`config.mk`:
```
export PLATFORM = sky130hd
export DESIGN_NAME = alu_ctrl_sequencer
export DESIGN_NICKNAME = d
export VERILOG_FILES = /design/src/rtl/cpu_pkg.sv /design/src/rtl/alu_ctrl_sequencer_jump_cond.sv /design/src/rtl/alu_ctrl_sequencer.sv
export SDC_FILE = /design/constraint.sdc
export NUM_CORES = 1
export LEC_CHECK = 0
export ABC_AREA = 1
export BUFFER_PORTS_ARGS = -buffer_cell sky130_fd_sc_hd__buf_2
export CAP_MARGIN = 5
export CORE_MARGIN = 2
export CORE_UTILIZATION = 46
export CTS_CLUSTER_SIZE = 30
export DETAILED_ROUTE_END_ITERATION = 8
export GPL_TIMING_DRIVEN = 0
export PLACE_DENSITY = 0.77
export SYNTH_ARGS = -nofsm -noshare
export SYNTH_HDL_FRONTEND = slang
export SYNTH_SLANG_ARGS = --single-unit
```
`constraint.sdc`:
```
create_clock -name clk -period 1.8 [get_ports clk]
set_input_delay 0.09 -clock clk [delete_from_list [all_inputs] [get_ports clk]]
set_output_delay 0.09 -clock clk [all_outputs]
set_load 0.01 [all_outputs]
```
`src/rtl/cpu_pkg.sv`:
```
`default_nettype none
// +--------------------------------------------------------------------+
// | cpu_pkg: shared states, instruction field positions, PC width.     |
// | Revision: 1.0                                                      |
// +--------------------------------------------------------------------+
package cpu_pkg;

  localparam int unsigned PC_W_DEF = 15;
  localparam int unsigned INSTR_W  = 16;

  localparam int unsigned C_BIT    = 15;
  localparam int unsigned A_BIT    = 12;
  localparam int unsigned CTRL_MSB = 11;
  localparam int unsigned CTRL_LSB = 6;
  localparam int unsigned DEST_A   = 5;
  localparam int unsigned DEST_D   = 4;
  localparam int unsigned DEST_M   = 3;
  localparam int unsigned J_LT     = 2;
  localparam int unsigned J_EQ     = 1;
  localparam int unsigned J_GT     = 0;

  typedef enum logic [1:0] {
    FETCH = 2'd0,
    EXEC  = 2'd1,
    WB    = 2'd2,
    HALT  = 2'd3
  } state_t;

  function automatic logic is_c_instr(input logic [INSTR_W-1:0] w);
    return w[C_BIT];
  endfunction

endpackage
`default_nettype wire

```
`src/rtl/alu_ctrl_sequencer_jump_cond.sv`:
```
`default_nettype none
// +--------------------------------------------------------------------+
// | jump_cond: decides whether a C-instruction jump is taken.          |
// | Revision: 1.0                                                      |
// +--------------------------------------------------------------------+
module jump_cond
  import cpu_pkg::*;
(
  input  logic [2:0] i_j,
  input  logic       i_zr,
  input  logic       i_ng,
  output logic       o_taken
);

  assign o_taken = (i_j[J_LT] & i_ng) |
                   (i_j[J_EQ] & i_zr) |
                   (i_j[J_GT] & ~i_zr & ~i_ng);

endmodule
`default_nettype wire

```
`src/rtl/alu_ctrl_sequencer.sv`:
```
`default_nettype none
// +--------------------------------------------------------------------+
// | alu_ctrl_sequencer: FETCH/EXEC/WB control unit for a Hack ALU.     |
// | Optional halt-on-self-jump via macro HALT_DETECT_EN.               |
// | Revision: 1.0                                                      |
// +--------------------------------------------------------------------+
module alu_ctrl_sequencer
  import cpu_pkg::*;
#(
  parameter int unsigned        PC_W     = PC_W_DEF,
  parameter logic [PC_W-1:0]    RESET_PC = '0
) (
  input  logic              clk,
  input  logic              rst_n,
  input  logic [15:0]       instr,
  input  logic              instr_valid,
  output logic              instr_ready,
  output logic [PC_W-1:0]   pc,
  input  logic [15:0]       mem_rdata,
  output logic [PC_W-1:0]   addr_m,
  output logic [15:0]       out_m,
  output logic              write_m,
  output logic [15:0]       alu_x,
  output logic [15:0]       alu_y,
  output logic              zx,
  output logic              nx,
  output logic              zy,
  output logic              ny,
  output logic              f,
  output logic              no,
  input  logic [15:0]       alu_out,
  input  logic              zr,
  input  logic              ng
`ifdef HALT_DETECT_EN
  ,
  output logic              halted
`endif
);

  state_t            r_state;
  state_t            w_state_nxt;
  logic [15:0]       r_instr;
  logic [15:0]       r_a;
  logic [15:0]       r_d;
  logic [PC_W-1:0]   r_pc;
  logic [15:0]       r_res;
  logic              r_zr;
  logic              r_ng;
  logic [15:0]       r_x_hold;
  logic [15:0]       r_y_hold;
  logic              w_taken;
  logic              w_halt;
  logic              w_is_c;

  assign w_is_c = is_c_instr(r_instr);

  jump_cond u_jump_cond (
    .i_j     (r_instr[2:0]),
    .i_zr    (r_zr),
    .i_ng    (r_ng),
    .o_taken (w_taken)
  );

`ifdef HALT_DETECT_EN
  // Unconditional jump onto its own address can never make progress.
  assign w_halt = w_is_c && (r_instr[2:0] == 3'b111) && (r_a[PC_W-1:0] == r_pc);
`else
  assign w_halt = 1'b0;
`endif

  always_ff @(posedge clk) begin
    if (!rst_n) r_state <= FETCH;
    else        r_state <= w_state_nxt;
  end

  always_comb begin
    w_state_nxt = r_state;
    case (r_state)
      FETCH: if (instr_valid) w_state_nxt = is_c_instr(instr) ? EXEC : WB;
      EXEC:  w_state_nxt = WB;
      WB:    w_state_nxt = w_halt ? HALT : FETCH;
      HALT:  w_state_nxt = HALT;
      default: w_state_nxt = FETCH;
    endcase
  end

  always_comb begin
    instr_ready = (r_state == FETCH);
    write_m     = 1'b0;
    out_m       = '0;
    {zx, nx, zy, ny, f, no} = 6'b0;
    alu_x       = r_x_hold;
    alu_y       = r_y_hold;
    if (r_state == EXEC) begin
      {zx, nx, zy, ny, f, no} = r_instr[CTRL_MSB:CTRL_LSB];
      alu_x = r_d;
      alu_y = r_instr[A_BIT] ? mem_rdata : r_a;
    end
    if (r_state == WB && w_is_c && r_instr[DEST_M]) begin
      write_m = 1'b1;
      out_m   = r_res;
    end
  end

`ifdef HALT_DETECT_EN
  assign halted = (r_state == HALT);
`endif

  assign pc     = r_pc;
  assign addr_m = r_a[PC_W-1:0];

  always_ff @(posedge clk) begin
    if (!rst_n) begin
      r_instr  <= '0;
      r_a      <= '0;
      r_d      <= '0;
      r_pc     <= RESET_PC;
      r_res    <= '0;
      r_zr     <= 1'b0;
      r_ng     <= 1'b0;
      r_x_hold <= '0;
      r_y_hold <= '0;
    end else begin
      case (r_state)
        FETCH: if (instr_valid) r_instr <= instr;
        EXEC: begin
          r_res    <= alu_out;
          r_zr     <= zr;
          r_ng     <= ng;
          r_x_hold <= alu_x;
          r_y_hold <= alu_y;
        end
        WB: begin
          if (!w_is_c) begin
            r_a  <= {1'b0, r_instr[14:0]};
            r_pc <= r_pc + PC_W'(1);
          end else begin
            if (r_instr[DEST_A]) r_a <= r_res;
            if (r_instr[DEST_D]) r_d <= r_res;
            // Jump target is the A value from before this writeback.
            if (!w_halt) r_pc <= w_taken ? r_a[PC_W-1:0] : r_pc + PC_W'(1);
          end
        end
        default: ;
      endcase
    end
  end

endmodule
`default_nettype wire

```
==> impl_summary.log, run 1 <==
[metrics] CTS H-tree lvls: 4
[metrics] sequential area share after synthesis: 0.4315
[metrics] initial antenna violation count: 0
[metrics] number of inserted diodes: 0
[metrics] mean routed wirelength per cell: 15.84 um
[metrics] critical path, cell by cell: inv_2 -> nand2_4 -> inv_4 -> buf_6 -> or2_2 -> o21ai_1 -> inv_1 -> buf_2
[metrics] root cell of the clock tree: sky130_fd_sc_hd__clkbuf_16
[metrics] outcome: completed
[metrics] category of the critical setup timing path: reg2out
[metrics] Core Footprint: 0.01137 mm^2
[metrics] Top Ports: 139
[metrics] Design Area, Final: 0.007291 mm^2
[metrics] via total after detailed routing: 5713
[metrics] switching pwr: 1848 uW
[metrics] nets in the synthesized netlist: 776
[metrics] aggregate global routing overflow: 0
[metrics] vias in the first global route: 5388
[metrics] iteration-0 DRC count of the detailed router: 517
[metrics] static power due to leakage: 0.003343 uW
[metrics] drc violations: 0
[metrics] number of buffers created by CTS: 17
[metrics] Port Buffer Count: 138
[metrics] overall die height: 111.7 um
[metrics] clock transition at the registers of the reported paths: 60 ps
[metrics] critical path endpoint category: primary output
[metrics] Peak VDD IR: 0.0007575 V
[metrics] RD Place Congestion: 0.9139
[metrics] average instance area after synthesis: 7.389 um^2
[metrics] global-route wire length before repair: 26280 um
[metrics] total setup violations reported at the end of the flow: 0
[metrics] Worst path slowest cell: sky130_fd_sc_hd__dfxtp_4
[metrics] total power density per cell area: 998.1 mW/mm^2
[metrics] largest driver fanout on the critical path: 10
[metrics] Post-synth EDFFs: 0
[metrics] 1st-pass router iterations: 6
[metrics] Hold Path Class: in2reg
[metrics] hold_ws: 16.23 ps
[metrics] dominant cell by count in the synthesized netlist: sky130_fd_sc_hd__dfxtp_1
[metrics] number of buffer and inverter instances along the worst setup path: 5
[metrics] CTS tree: yes
[metrics] timing-limited maximum frequency: 573.5 MHz
[metrics] Clock Power Share: 0.486
[metrics] final worst path period need: 1744 ps
[metrics] layout filler cell count: 928
[metrics] Synth Instances: 722
[metrics] worst-margin pin slew: 607.7 ps
[metrics] width of the die: 111.7 um
[metrics] maximum single-stage delay on the critical path: 340 ps
[metrics] Slew Limit Fails: 0
[metrics] Clock Sinks: 115
[metrics] unrepaired setup endpoints after global routing: true
[metrics] Primary FF master, synth: sky130_fd_sc_hd__dfxtp_1
[metrics] fraction of power consumed by sequential logic: 0.382
[metrics] clock latency at the later pin of the worst-skew pair: 400 ps
[metrics] Cell Count, Final, Fillers Out: 1069
[metrics] fraction of final layout cells with drive strength greater than 1: 0.3229
[metrics] Post-Place Cells: 1003
[metrics] pin count of the biggest net entering global routing: 17
[metrics] Area growth, synth to finish: 36.66%
[metrics] global-route usage over all layers: 0.2652
[metrics] yosys synthesis warning count: 0
[metrics] most frequent cells after synthesis: sky130_fd_sc_hd__dfxtp_1, sky130_fd_sc_hd__nand2_1, sky130_fd_sc_hd__nor2_1
[metrics] # rows: 39
[metrics] count of cell types in the netlist: 32
[metrics] clk buf depth: 2
[metrics] cell family with the largest share of critical-path delay: buffers and inverters
[metrics] worst rel slew slack: 0.5949
[metrics] async set-reset flop share out of synthesis: 0
[metrics] ANT nets after route: 0
[metrics] layout net count: 968
[metrics] number of maximum-capacitance constraint violations: 0
[metrics] Comb power frac: 0.132
[metrics] setup TNS: 0 ps
[metrics] initial cell density of the core: 0.4692
[metrics] top post-synthesis cells by area: sky130_fd_sc_hd__dfxtp_1, sky130_fd_sc_hd__nand2_1, sky130_fd_sc_hd__a21oi_1, sky130_fd_sc_hd__o21ai_0, sky130_fd_sc_hd__nor2_1
[metrics] number of hold violations in the final report: 0
[metrics] total internal power: 5429 uW
[metrics] largest area contributor in the synthesized netlist: sky130_fd_sc_hd__dfxtp_1
[metrics] switching share of total power: 0.2540
[metrics] type of element launching the critical path: flip-flop
[metrics] number of register bits inferred by synthesis: 115
[metrics] Final Skew: 7.123 ps
[metrics] HPWL reported at the end of detailed placement: 11530 um
[metrics] Die Footprint: 0.01248 mm^2
[metrics] post-synthesis instance area: 0.005335 mm^2
[metrics] wire length after detailed routing: 16940 um
[metrics] Crit path required time: 1710 ps
[metrics] area post-placement: 0.006205 mm^2
[metrics] worst reg-to-reg setup slack: 250 ps
[metrics] portion of synthesized cell area occupied by the leading cell type: 0.4315
[metrics] vias per cell: 5.344
[metrics] arrival time worst endpoint: 1650 ps
[metrics] post-route fraction of the period consumed by the critical path: 0.9686
[metrics] total chip power: 7277 uW
logic make-up after synthesis:
group,synth area share
AND/OR/NAND/NOR,0.2399
AO/OA/AOI/OAI,0.2050
XOR/XNOR,0.001642
buffers and inverters,0.1196
adder cells (fa/ha/maj),0.002345
flip-flops,0.4315
layout make-up:
class	instances	area, um^2	share of cell area
Inverter	70	270.3	0.03707
Sequential cell	115	2310	0.3168
Buffer	59	382.9	0.05251
Multi-Input combinational cell	478	2479	0.3400
Clock buffer	19	442.9	0.06075
Timing Repair Buffer	173	1046	0.1435
Clock inverter	12	181.4	0.02488
Tap cell	143	178.9	0.02454
cells in the final DEF, fill, tap and decap left out, types with 2 or more instances in the layout:
cell and n:
sky130_fd_sc_hd__nand4_1 4, sky130_fd_sc_hd__a31oi_1 14, sky130_fd_sc_hd__buf_6 10, sky130_fd_sc_hd__bufinv_16 4, sky130_fd_sc_hd__o21ai_0 61, sky130_fd_sc_hd__clkinvlp_4 4, sky130_fd_sc_hd__nor2_4 5, sky130_fd_sc_hd__buf_2 148
sky130_fd_sc_hd__nand2_1 109, sky130_fd_sc_hd__nor2_1 74, sky130_fd_sc_hd__nor3_1 2, sky130_fd_sc_hd__clkbuf_16 17, sky130_fd_sc_hd__o21ai_2 10, sky130_fd_sc_hd__and2_1 16, sky130_fd_sc_hd__nand3_1 33, sky130_fd_sc_hd__nor2_2 7
sky130_fd_sc_hd__o21ai_1 14, sky130_fd_sc_hd__a21oi_2 27, sky130_fd_sc_hd__clkinv_4 2, sky130_fd_sc_hd__buf_4 28, sky130_fd_sc_hd__inv_4 3, sky130_fd_sc_hd__nand3b_1 12, sky130_fd_sc_hd__dfxtp_4 2, sky130_fd_sc_hd__inv_2 5
sky130_fd_sc_hd__dlygate4sd3_1 28, sky130_fd_sc_hd__a21oi_1 64, sky130_fd_sc_hd__dfxtp_1 113, sky130_fd_sc_hd__clkbuf_1 17, sky130_fd_sc_hd__or2_2 16, sky130_fd_sc_hd__inv_1 62, sky130_fd_sc_hd__nand2_2 3
worst register-to-register path, delay by kind of cell (launching register included):
kind | cells | cell delay (ps)
simple gates | 6 | 710
flops | 1 | 410
compound gates | 1 | 70
fa+ha+maj | 1 | 220
path summary, 6_finish.rpt:
| check | from | end | depth (start not counted) |
|---|---|---|---|
| worst max-delay path | r_state[1]$_SDFFE_PN0P_ | alu_x[2] | 8 |
| worst min register to register | r_zr$_SDFFE_PN0P_ | r_zr$_SDFFE_PN0P_ | 2 |
| worst min-delay path | alu_out[10] | r_res[10]$_SDFFE_PN0P_ | 3 |
| worst max register to register | pc[0]$_SDFFE_PN0N_ | pc[14]$_SDFFE_PN0N_ | 8 |
layer usage:
| metal | part of all wire | wire length, um | vias to the layer above | GRT usage |
|---|---|---|---|---|
| met3 | 0.083 | 1405 | 56 | 0.04954 |
| met1 | 0.40 | 6736 | 2617 | 0.3258 |
| li1 | - | - | 2729 | - |
| met2 | 0.49 | 8256 | 311 | 0.4489 |
| met4 | 0.032 | 539 | 0 | 0.1267 |
| met5 | 0 | 0 | - | 0 |
power by group through the flow:
stage / Combinational (uW) / Clock (uW) / Sequential [uW]
floorplan: 568 / 0 / 2790
global route: 1050 / 3670 / 2780
global placement: 846 / 0 / 2820
finish: 962 / 3540 / 2780
CTS: 927 / 3550 / 2770
detailed placement: 855 / 0 / 2830
registers in the layout (all words and copies together), names as in the netlist:
| register | flops |
|---|---|
| r_a | 16 |
| r_d | 16 |
| r_ng | 1 |
| r_y_hold | 16 |
| r_zr | 1 |
| r_x_hold | 16 |
| r_instr | 16 |
| pc | 15 |
| r_state | 2 |
| r_res | 16 |
metrics by stage:
stage,util,worst slack [ps]
finish,0.6412,56.44
global route,0.6412,-5.733
CTS,0.6328,0.3378
detailed placement,0.5457,276.4
global placement,0.5457,286.4
floorplan,-,427.9
what timing repair did:
action / 4_1_cts / 5_1_grt
cloned: 1 / 0
pin swaps: 2 / 2
setup endpoints to repair: 41 / 38
gates resized for setup: 13 / 28
hold buffers: 28 / 0
hold endpoints to repair: 29 / 0
buffers inserted: 5 / 1
No activity file was read; power rests on OpenSTA's default activity.
==> run 2: changes to the inputs <==
--- a/config.mk
+++ b/config.mk
@@ -9,11 +9,11 @@
 export BUFFER_PORTS_ARGS = -buffer_cell sky130_fd_sc_hd__buf_2
 export CAP_MARGIN = 5
 export CORE_MARGIN = 2
-export CORE_UTILIZATION = 46
+export CORE_UTILIZATION = 53
 export CTS_CLUSTER_SIZE = 30
 export DETAILED_ROUTE_END_ITERATION = 8
 export GPL_TIMING_DRIVEN = 0
-export PLACE_DENSITY = 0.77
+export PLACE_DENSITY = 0.86
 export SYNTH_ARGS = -nofsm -noshare
 export SYNTH_HDL_FRONTEND = slang
 export SYNTH_SLANG_ARGS = --single-unit
==> run 2 against run 1 <==
  * The run now ends with setup timing left
  * Final cell count grew 3.4%
  * First-iteration DRC count grew 130%
  * Global-route usage is 8.1 points higher
  * Non-clock buffer count rose by 45
  * Clock power fell by 6.2%
  * Combinational power up 26%
  * Sequential power barely moved
  * Fmax is 11% lower
  * Flip-flop and latch count is the same
  * Register-to-register slack lost 230 ps
  * Total power rose by 0.78%
  * Critical endpoint is now out_m[15]
==> impl_summary.log, run 2 (synthesized netlist as in run 1, its figures left out) <==
[metrics] timing-limited maximum frequency: 512.2 MHz (-11%)
[metrics] overall die height: 104.3 um (-6.6%)
[metrics] 1st-pass router iterations: 8 (+2)
[metrics] total setup violations reported at the end of the flow: 28 (+28)
[metrics] Clock Sinks: 115 (unchanged)
[metrics] largest driver fanout on the critical path: 9 (-1)
[metrics] drc violations: 0 (unchanged)
[metrics] clk buf depth: 2 (unchanged)
[metrics] iteration-0 DRC count of the detailed router: 1181 (+130%)
[metrics] number of buffers created by CTS: 17 (unchanged)
[metrics] maximum single-stage delay on the critical path: 340 ps (about the same)
[metrics] number of maximum-capacitance constraint violations: 0 (unchanged)
[metrics] Multi-input gate area: 0.002645 mm^2 (+6.7%)
[metrics] static power due to leakage: 0.003565 uW (+6.6%)
[metrics] worst-margin pin slew: 617.1 ps (+9.439 ps)
[metrics] vias per cell: 5.903 (+10%)
[metrics] Top Ports: 139 (unchanged)
[metrics] vias in the first global route: 5897 (+9.4%)
[metrics] category of the critical setup timing path: reg2out
[metrics] total power density per cell area: 920.4 mW/mm^2 (-7.8%)
[metrics] critical path, cell by cell: buf_6 -> inv_4 -> nor3_4 -> inv_2 -> buf_12 -> nor2_4 -> buf_6
[metrics] pin count of the biggest net entering global routing: 17 (unchanged)
[metrics] Port Buffer Count: 138 (unchanged)
[metrics] final worst path period need: 1952 ps (+208.8 ps)
[metrics] most common cell after layout, fill and taps aside: sky130_fd_sc_hd__buf_2
[metrics] CTS H-tree lvls: 4 (unchanged)
[metrics] post-route setup slack: -152.4 ps (-208.8 ps)
[metrics] via total after detailed routing: 6523 (+14%)
[metrics] Post-Route Utilization: 0.8152 (+0.1739)
[metrics] initial cell density of the core: 0.5458 (+0.07659)
[metrics] Area growth, synth to finish: 49.34%
[metrics] critical path endpoint category: primary output
[metrics] arrival time worst endpoint: 1860 ps (+210 ps)
[metrics] commonest cells after routing, fill and taps aside: sky130_fd_sc_hd__buf_2, sky130_fd_sc_hd__dfxtp_1, sky130_fd_sc_hd__nand2_1
[metrics] CTS tree: yes
[metrics] layout filler cell count: 526 (-43%)
[metrics] RD Place Congestion: 1.005 (+9.9%)
[metrics] outcome: complete, but fails checks
[metrics] width of the die: 104.3 um (-6.6%)
[metrics] wire length after detailed routing: 21950 um (+30%)
[metrics] global-route usage over all layers: 0.3459 (+0.08072)
[metrics] ANT nets after route: 0 (unchanged)
[metrics] clock latency at the later pin of the worst-skew pair: 520 ps (+120 ps)
[metrics] number of inserted diodes: 0 (unchanged)
[metrics] fraction of final layout cells with drive strength greater than 1: 0.3560 (+0.03307)
[metrics] Hold Path Class: in2reg
[metrics] Core Footprint: 0.009774 mm^2 (-14%)
[metrics] HPWL reported at the end of detailed placement: 11320 um (-1.9%)
[metrics] cell repeated most along the worst path: sky130_fd_sc_hd__buf_6
[metrics] Final Skew: 9.162 ps (+2.039 ps)
[metrics] type of element launching the critical path: flip-flop
[metrics] Peak VDD IR: 0.0007256 V (-4.2%)
[metrics] Worst path slowest cell: sky130_fd_sc_hd__dfxtp_2
[metrics] clock transition at the registers of the reported paths: 60 ps (about the same)
[metrics] global-route wire length before repair: 29560 um (+12%)
[metrics] mean routed wirelength per cell: 19.86 um (+25%)
[metrics] Crit path required time: 1710 ps (about the same)
[metrics] violated checks: setup timing
[metrics] pre-CTS setup slack: 266.9 ps (-9.448 ps)
[metrics] Slew Limit Fails: 0 (unchanged)
[metrics] initial antenna violation count: 0 (unchanged)
[metrics] worst rel slew slack: 0.5886 (-0.006293)
[metrics] Post-Place Cells: 993 (-1.0%)
[metrics] sequential cell area in the final layout: 0.002308 mm^2 (about the same)
[metrics] Cell Count, Final, Fillers Out: 1105 (+3.4%)
[metrics] layout net count: 1013 (+4.6%)
[metrics] # rows: 36 (-7.7%)
[metrics] Die Footprint: 0.01088 mm^2 (-13%)
[metrics] unrepaired setup endpoints after global routing: true
[metrics] aggregate global routing overflow: 0 (unchanged)
[metrics] root cell of the clock tree: sky130_fd_sc_hd__clkbuf_8
[metrics] number of hold violations in the final report: 0 (unchanged)
[metrics] post-route fraction of the period consumed by the critical path: 1.085 (+0.1160)
-- run 2: changes by cell type in the layout (fill, tap and decap cells not counted), sizes merged --
cell         previous run  this run
clkinvlp                4         2
dlygate4sd3            28        53
clkbuf                 36        35
bufinv                  4         1
inv                    71        78
buf                   187       206
clkinv                  3         4
-- run 2: timing repair --
action | in CTS | in global routing
setup endpoints to repair | 54 | 54
gates cloned | 1 | 1
pin swaps | 3 | 4
resized for setup | 44 | 85
setup buffers | 17 | 8
hold endpoints to repair | 51 | 1
hold buffers | 52 | 1
-- run 2: final timing paths --
check / startpoint / end / slack [ps] / cells after the start
max: r_instr[15]$_SDFFE_PN0P_ / out_m[15] / -150 / 7
min: rst_n / r_a[5]$_SDFFE_PN0P_ / 30 / 3
max reg2reg: r_state[1]$_SDFFE_PN0P_ / r_d[6]$_SDFFE_PN0P_ / 20 / 9
min reg2reg: r_instr[11]$_SDFFE_PN0P_ / r_a[11]$_SDFFE_PN0P_ / 480 / 2
-- run 2: cell type report --
| class | count | area share |
|---|---|---|
| Buffer | 59 | 0.05638 |
| Clock buffer | 17 | 0.05198 |
| Clock inverter | 15 | 0.02073 |
| Inverter | 70 | 0.03518 |
| Multi-Input combinational cell | 478 | 0.3320 |
| Sequential cell | 115 | 0.2897 |
| Tap cell | 133 | 0.02089 |
| Timing Repair Buffer | 218 | 0.1932 |
-- run 2: worst max-delay path: cells and delay by family, from the launching register on --
family,cells,cell delay [ps]
and+or+nand+nor,2,360
DFF,1,340
buffers and inverters,5,630
-- run 2: routing by layer --
layer / vias to the layer above / wire (um) / global-route usage
met5: - / 0 / 0
met2: 571 / 10340 / 0.6102
met1: 2934 / 7528 / 0.3951
li1: 2819 / - / -
met3: 199 / 2396 / 0.07206
met4: 0 / 1684 / 0.1699
-- run 2: through the flow --
step	TNS (ps)	cell area, um^2	hold slack, ps	power [uW]
global route	-2610	7968	39.96	7482
global placement	0	6192	344.1	3660
floorplan	0	5335	223.7	3358
CTS	-1041	7576	4.687	7031
detailed placement	0	6192	347.8	3678
finish	-2169	7968	30.41	7334
-- run 2: where the power goes --
group	internal (uW)	switching, uW
Combinational	530	684
Sequential	2680	120
Clock	1900	1430
Total	5100	2230
